[config.mk]
export PLATFORM = sky130hd
export DESIGN_NAME = burst_write_ctrl
export DESIGN_NICKNAME = d
export VERILOG_FILES = /design/src/rtl/burst_write_ctrl.sv
export SDC_FILE = /design/constraint.sdc
export NUM_CORES = 1
export LEC_CHECK = 0
export CAP_MARGIN = 20
export CORE_MARGIN = 1.5
export CORE_UTILIZATION = 30
export DETAILED_ROUTE_END_ITERATION = 7
export PLACE_DENSITY = 0.63
export SYNTH_ARGS = -nofsm -noshare
export SYNTH_HDL_FRONTEND = slang
export SYNTH_SLANG_ARGS = --single-unit
[constraint.sdc]
create_clock -name clk -period 1.7 [get_ports clk]
set_input_delay 0.425 -clock clk [delete_from_list [all_inputs] [get_ports clk]]
set_output_delay 0.425 -clock clk [all_outputs]
set_load 0.02 [all_outputs]
[src/rtl/burst_write_ctrl.sv]
// Burst write controller: accepts a base/length command, streams data beats into RAM port A.
// Optional readback verification of the burst is enabled by defining BURST_READBACK_CHECK_EN.
module burst_write_ctrl #(
  parameter int AW = 4,
  parameter int DW = 4
) (
  input  logic          clk,
  input  logic          rst,
  input  logic          cmd_valid,
  output logic          cmd_ready,
  input  logic [AW-1:0] cmd_addr,
  input  logic [AW-1:0] cmd_len,
  input  logic          in_valid,
  output logic          in_ready,
  input  logic [DW-1:0] in_data,
  output logic          wea,
  output logic [AW-1:0] addra,
  output logic [DW-1:0] dia,
  input  logic [DW-1:0] doa,
  output logic          busy,
  output logic          done,
  output logic          err
);

  localparam logic [AW-1:0] ADDR_ONE = {{(AW-1){1'b0}}, 1'b1};

`ifdef BURST_READBACK_CHECK_EN
  typedef enum logic [2:0] {IDLE, WRITE, VERIFY, CHECK, DONE} state_t;
`else
  typedef enum logic [1:0] {IDLE, WRITE, DONE} state_t;
`endif

  state_t        state_q, state_d;
  logic [AW-1:0] cur_addr_q, cur_addr_d;
  logic [AW-1:0] remaining_q, remaining_d;

`ifdef BURST_READBACK_CHECK_EN
  logic [AW-1:0] base_q, base_d;
  logic [AW-1:0] len_q, len_d;
  logic [DW-1:0] checksum_q, checksum_d;
  logic [DW-1:0] rd_sum_q, rd_sum_d;
  logic          err_q, err_d;

  assign err = err_q;
`else
  logic doa_unused;

  assign doa_unused = ^doa;
  assign err        = 1'b0;
`endif

  always_comb begin
    state_d     = state_q;
    cur_addr_d  = cur_addr_q;
    remaining_d = remaining_q;
`ifdef BURST_READBACK_CHECK_EN
    base_d      = base_q;
    len_d       = len_q;
    checksum_d  = checksum_q;
    rd_sum_d    = rd_sum_q;
    err_d       = err_q;
`endif
    cmd_ready   = 1'b0;
    in_ready    = 1'b0;
    wea         = 1'b0;
    addra       = cur_addr_q;
    dia         = '0;
    busy        = 1'b0;
    done        = 1'b0;

    case (state_q)
      IDLE: begin
        cmd_ready = 1'b1;
        if (cmd_valid) begin
          state_d     = WRITE;
          cur_addr_d  = cmd_addr;
          remaining_d = cmd_len;
`ifdef BURST_READBACK_CHECK_EN
          base_d      = cmd_addr;
          len_d       = cmd_len;
          checksum_d  = '0;
          rd_sum_d    = '0;
          err_d       = 1'b0;
`endif
        end
      end

      WRITE: begin
        busy     = 1'b1;
        in_ready = 1'b1;
        wea      = in_valid;
        if (in_valid) begin
          dia         = in_data;
          cur_addr_d  = cur_addr_q + ADDR_ONE;
          remaining_d = remaining_q - ADDR_ONE;
`ifdef BURST_READBACK_CHECK_EN
          checksum_d  = checksum_q ^ in_data;
`endif
          if (remaining_q == '0) begin
`ifdef BURST_READBACK_CHECK_EN
            // Rewind to the base and reuse remaining as the readback counter.
            state_d     = VERIFY;
            cur_addr_d  = base_q;
            remaining_d = len_q;
`else
            state_d     = DONE;
`endif
          end
        end
      end

`ifdef BURST_READBACK_CHECK_EN
      VERIFY: begin
        busy        = 1'b1;
        cur_addr_d  = cur_addr_q + ADDR_ONE;
        remaining_d = remaining_q - ADDR_ONE;
        // doa trails addra by a cycle, so the first VERIFY cycle has nothing to fold in yet.
        if (remaining_q != len_q) begin
          rd_sum_d = rd_sum_q ^ doa;
        end
        if (remaining_q == '0) begin
          state_d = CHECK;
        end
      end

      CHECK: begin
        busy    = 1'b1;
        err_d   = ((rd_sum_q ^ doa) != checksum_q);
        state_d = DONE;
      end
`endif

      DONE: begin
        busy    = 1'b1;
        done    = 1'b1;
        state_d = IDLE;
      end

      default: begin
        state_d = IDLE;
      end
    endcase

    if (rst) begin
      cmd_ready = 1'b0;
      in_ready  = 1'b0;
      wea       = 1'b0;
      dia       = '0;
      busy      = 1'b0;
      done      = 1'b0;
    end
  end

  always_ff @(posedge clk) begin
    if (rst) begin
      state_q     <= IDLE;
      cur_addr_q  <= '0;
      remaining_q <= '0;
`ifdef BURST_READBACK_CHECK_EN
      base_q      <= '0;
      len_q       <= '0;
      checksum_q  <= '0;
      rd_sum_q    <= '0;
      err_q       <= 1'b0;
`endif
    end else begin
      state_q     <= state_d;
      cur_addr_q  <= cur_addr_d;
      remaining_q <= remaining_d;
`ifdef BURST_READBACK_CHECK_EN
      base_q      <= base_d;
      len_q       <= len_d;
      checksum_q  <= checksum_d;
      rd_sum_q    <= rd_sum_d;
      err_q       <= err_d;
`endif
    end
  end

endmodule

==> results.toml <==
[cells_and_area]
stdcell_area_um2 = 1310
layout_common_cells = "14 x clkdlybuf4s50_1, 14 x buf_4, 9 x buf_6, 8 x dfxtp_1, 6 x nor2b_1"
fill_cells = 228
n_antenna_cell = 0
area_growth_pct = 74.4
final_net_count = 159
drive_gt1_share_pct = 42.7
final_util_pct = 57.2

[sta]
fmax_mhz = 563
finalHoldViolCount = 0
worst_slack_ps = -76.5
setup_viol = 5
fin_crit_sh_pct = 105
fin_crit_ps = 1780
drv_slew = 0
clock_skew_ps = 1.11
grt_setup_unrepaired = "yes"

[outcome]
run_status = "complete, but fails checks"
violations = "setup timing"

[clock_tree]
cts_buffer_depth = 2
clk_pin_slew_ps = 80
clkSinkCount = 10
clkLatencyLatePin_ps = 270
cts_tree = "built"
htreeDepth = 1
root_buffer = "clkbuf_4"
cts_made_buffers = 3

[route]
dr.pass1.iters = 4
vias = 820
ant_nets = 0
routed_via_density = 5.16
drt_iter0_markers = 24
wire_per_inst_um = 13.2
drc = 0
wl_um = 2090

[global_route]
grt_pass1_wl_um = 3490
grt_antenna_before_repair = 0
grt_usage_pct = 17.1
first_global_vias = 822
grt-ovfl-total = 0
grt_max_degree = 13

[worst_setup_path]
r2r-start = "state_q[1]"
critPathMaxFanout = 5
required_ps = 1270
timing.rr.end = "addra[2]"
reg2reg_depth = 7
end_kind = "output port"
worstSetupPathType = "flip-flop to output port"
rrSetupSlack_ps = 70
critPathLaunchType = "flip-flop"
arrival_ps = 1350

[pwr]
power_density_nw_per_um2 = 1750
vdd_ir_drop_max_v = 0.000987
p_leak_nw = 0.556
p_total_mw = 2.29

[synthesis]
syn_avg_cell_area_um2 = 8.66
syn-cell-area_um2 = 753
synth_nets = 114
synth_ff_type = "dfxtp_1"
yosys_register_bits = 10
synth_top_family_by_area = "compound AO/OA/AOI/OAI gates"
synth_fa_ha_area_share_pct = 11.6
synth_largest_area_cell = "dfxtp_1"
yosysTopAreaCellShare_pct = 26.6
synth_edf_count = 0
synth-async-reset-ratio_pct = 0
synth_cells = 87
yosysUniqueCellTypes = 39
synth-seq-area-share_pct = 26.6
synth_area_leaders = "dfxtp_1 27%, ha_1 12%, nor2b_1 5.8%"
yosysWarnings = 0
synth_compound_area_share_pct = 26.9
synth_mux_area_share_pct = 5.48
synth_xor_area_share_pct = 0
yosys.area_share.simple_pct = 22.3

[placement]
place.port_buffers = 28
gp_congestion = 0.762
post-dp-hpwl_um = 1540
dpl_cell_area_um2 = 1190

[worst_hold_path]
hold_depth = 2
hold_start = "addra[3]"
min_to = "addra[3]"
hold_class = "flip-flop to flip-flop"

[floorplan]
core_area_um2 = 2300
die_y_um = 53.1
initial_core_util_pct = 32.8
die-area_um2 = 2820
rows = 17
die_x_um = 53.1
ios = 34

[job]
cap_violations = 0
[critical path, cell delays in order (launching register included)]
cell and delay (ps):
dfxtp_2 330, inv_2 70, ha_4 150, clkinv_4 50, nor3_4 180, and2_4 190, buf_6 110
[repair_timing]
action | 4_1_cts | 5_1_grt
pin swaps | 6 | 4
gates resized for setup | 72 | 8
hold buffers | 0 | 0
setup buffers | 2 | 0
endpoints found under the setup margin | 18 | 18
[per-stage QoR]
stage               setup TNS [ps]  cells  worst slack (ps)  hold slack (ps)
floorplan                        0     87              15.6              480
global placement             -6500    153              -660              489
detailed placement           -6940    153              -720              491
CTS                           -486    159              -105              502
global route                  -962    159              -155              530
finish                        -360    159             -76.5              498
[report_power, final]
| group | switching [mW] | total (mW) | internal (mW) |
|---|---|---|---|
| Combinational | 0.787 | 1.61 | 0.827 |
| Sequential | 0.0994 | 0.447 | 0.347 |
| Clock | 0.103 | 0.233 | 0.130 |
| Total | 0.989 | 2.29 | 1.31 |
[layout make-up]
type | instances | area (µm²) | share of cell area (%)
inverters | 8 | 37.5 | 2.86
well taps | 28 | 35.0 | 2.67
clock buffers | 4 | 36.3 | 2.76
multi-input cells | 65 | 602 | 45.8
repair buffers | 44 | 400 | 30.5
flip-flops and latches | 10 | 203 | 15.4
[how the worst max path moves through the flow]
| stage | from | endpoint | slack, ps | cells past startpoint |
|---|---|---|---|---|
| 3_3_place_gp | in_valid | dia[0] | -660 | 5 |
| 4_1_cts | state_q[1] | dia[1] | -100 | 6 |
| 2_1_floorplan | state_q[1] | dia[0] | 20 | 5 |
| 5_1_grt | state_q[1] | dia[2] | -150 | 6 |
| 6_report | state_q[1] | dia[1] | -80 | 6 |
| 3_5_place_dp | in_valid | dia[1] | -720 | 5 |
[logic make-up (layout without fill, tap and decap cells)]
kind of cell	count (synthesis)	after routing
flops	10	10
fa+ha+maj	7	7
mux	4	4
other cells	1	1
compound gates	26	26
simple gates	27	27
buf+inv	12	56
[Yosys cell counts (all sizes together), types with 2 or more instances]
cell    count
dfxtp      10
ha          7
inv         7
nor2b       7
a21oi       5
and2        4
a211oi      3
mux2i       3
nand2       3
nand2b      3
o311ai      3
a221oi      2
buf         2
clkbuf      2
nand3       2
nor2        2
nor3        2
o21ai       2
o31a        2
o41ai       2
[flip-flops by register name, summed over array words and instances, names as in the netlist]
| signal | count |
|---|---|
| state_q | 2 |
| remaining_q | 4 |
| addra | 4 |
[routing by layer]
layer	share of wire, %	track usage, %	vias to the layer above
li1	-	-	409
met1	44	20.6	376
met2	49	29.2	31
met3	5.9	2.26	4
met4	1.4	8.97	0
met5	0	0	-
Power figures use the tool's default switching activity.
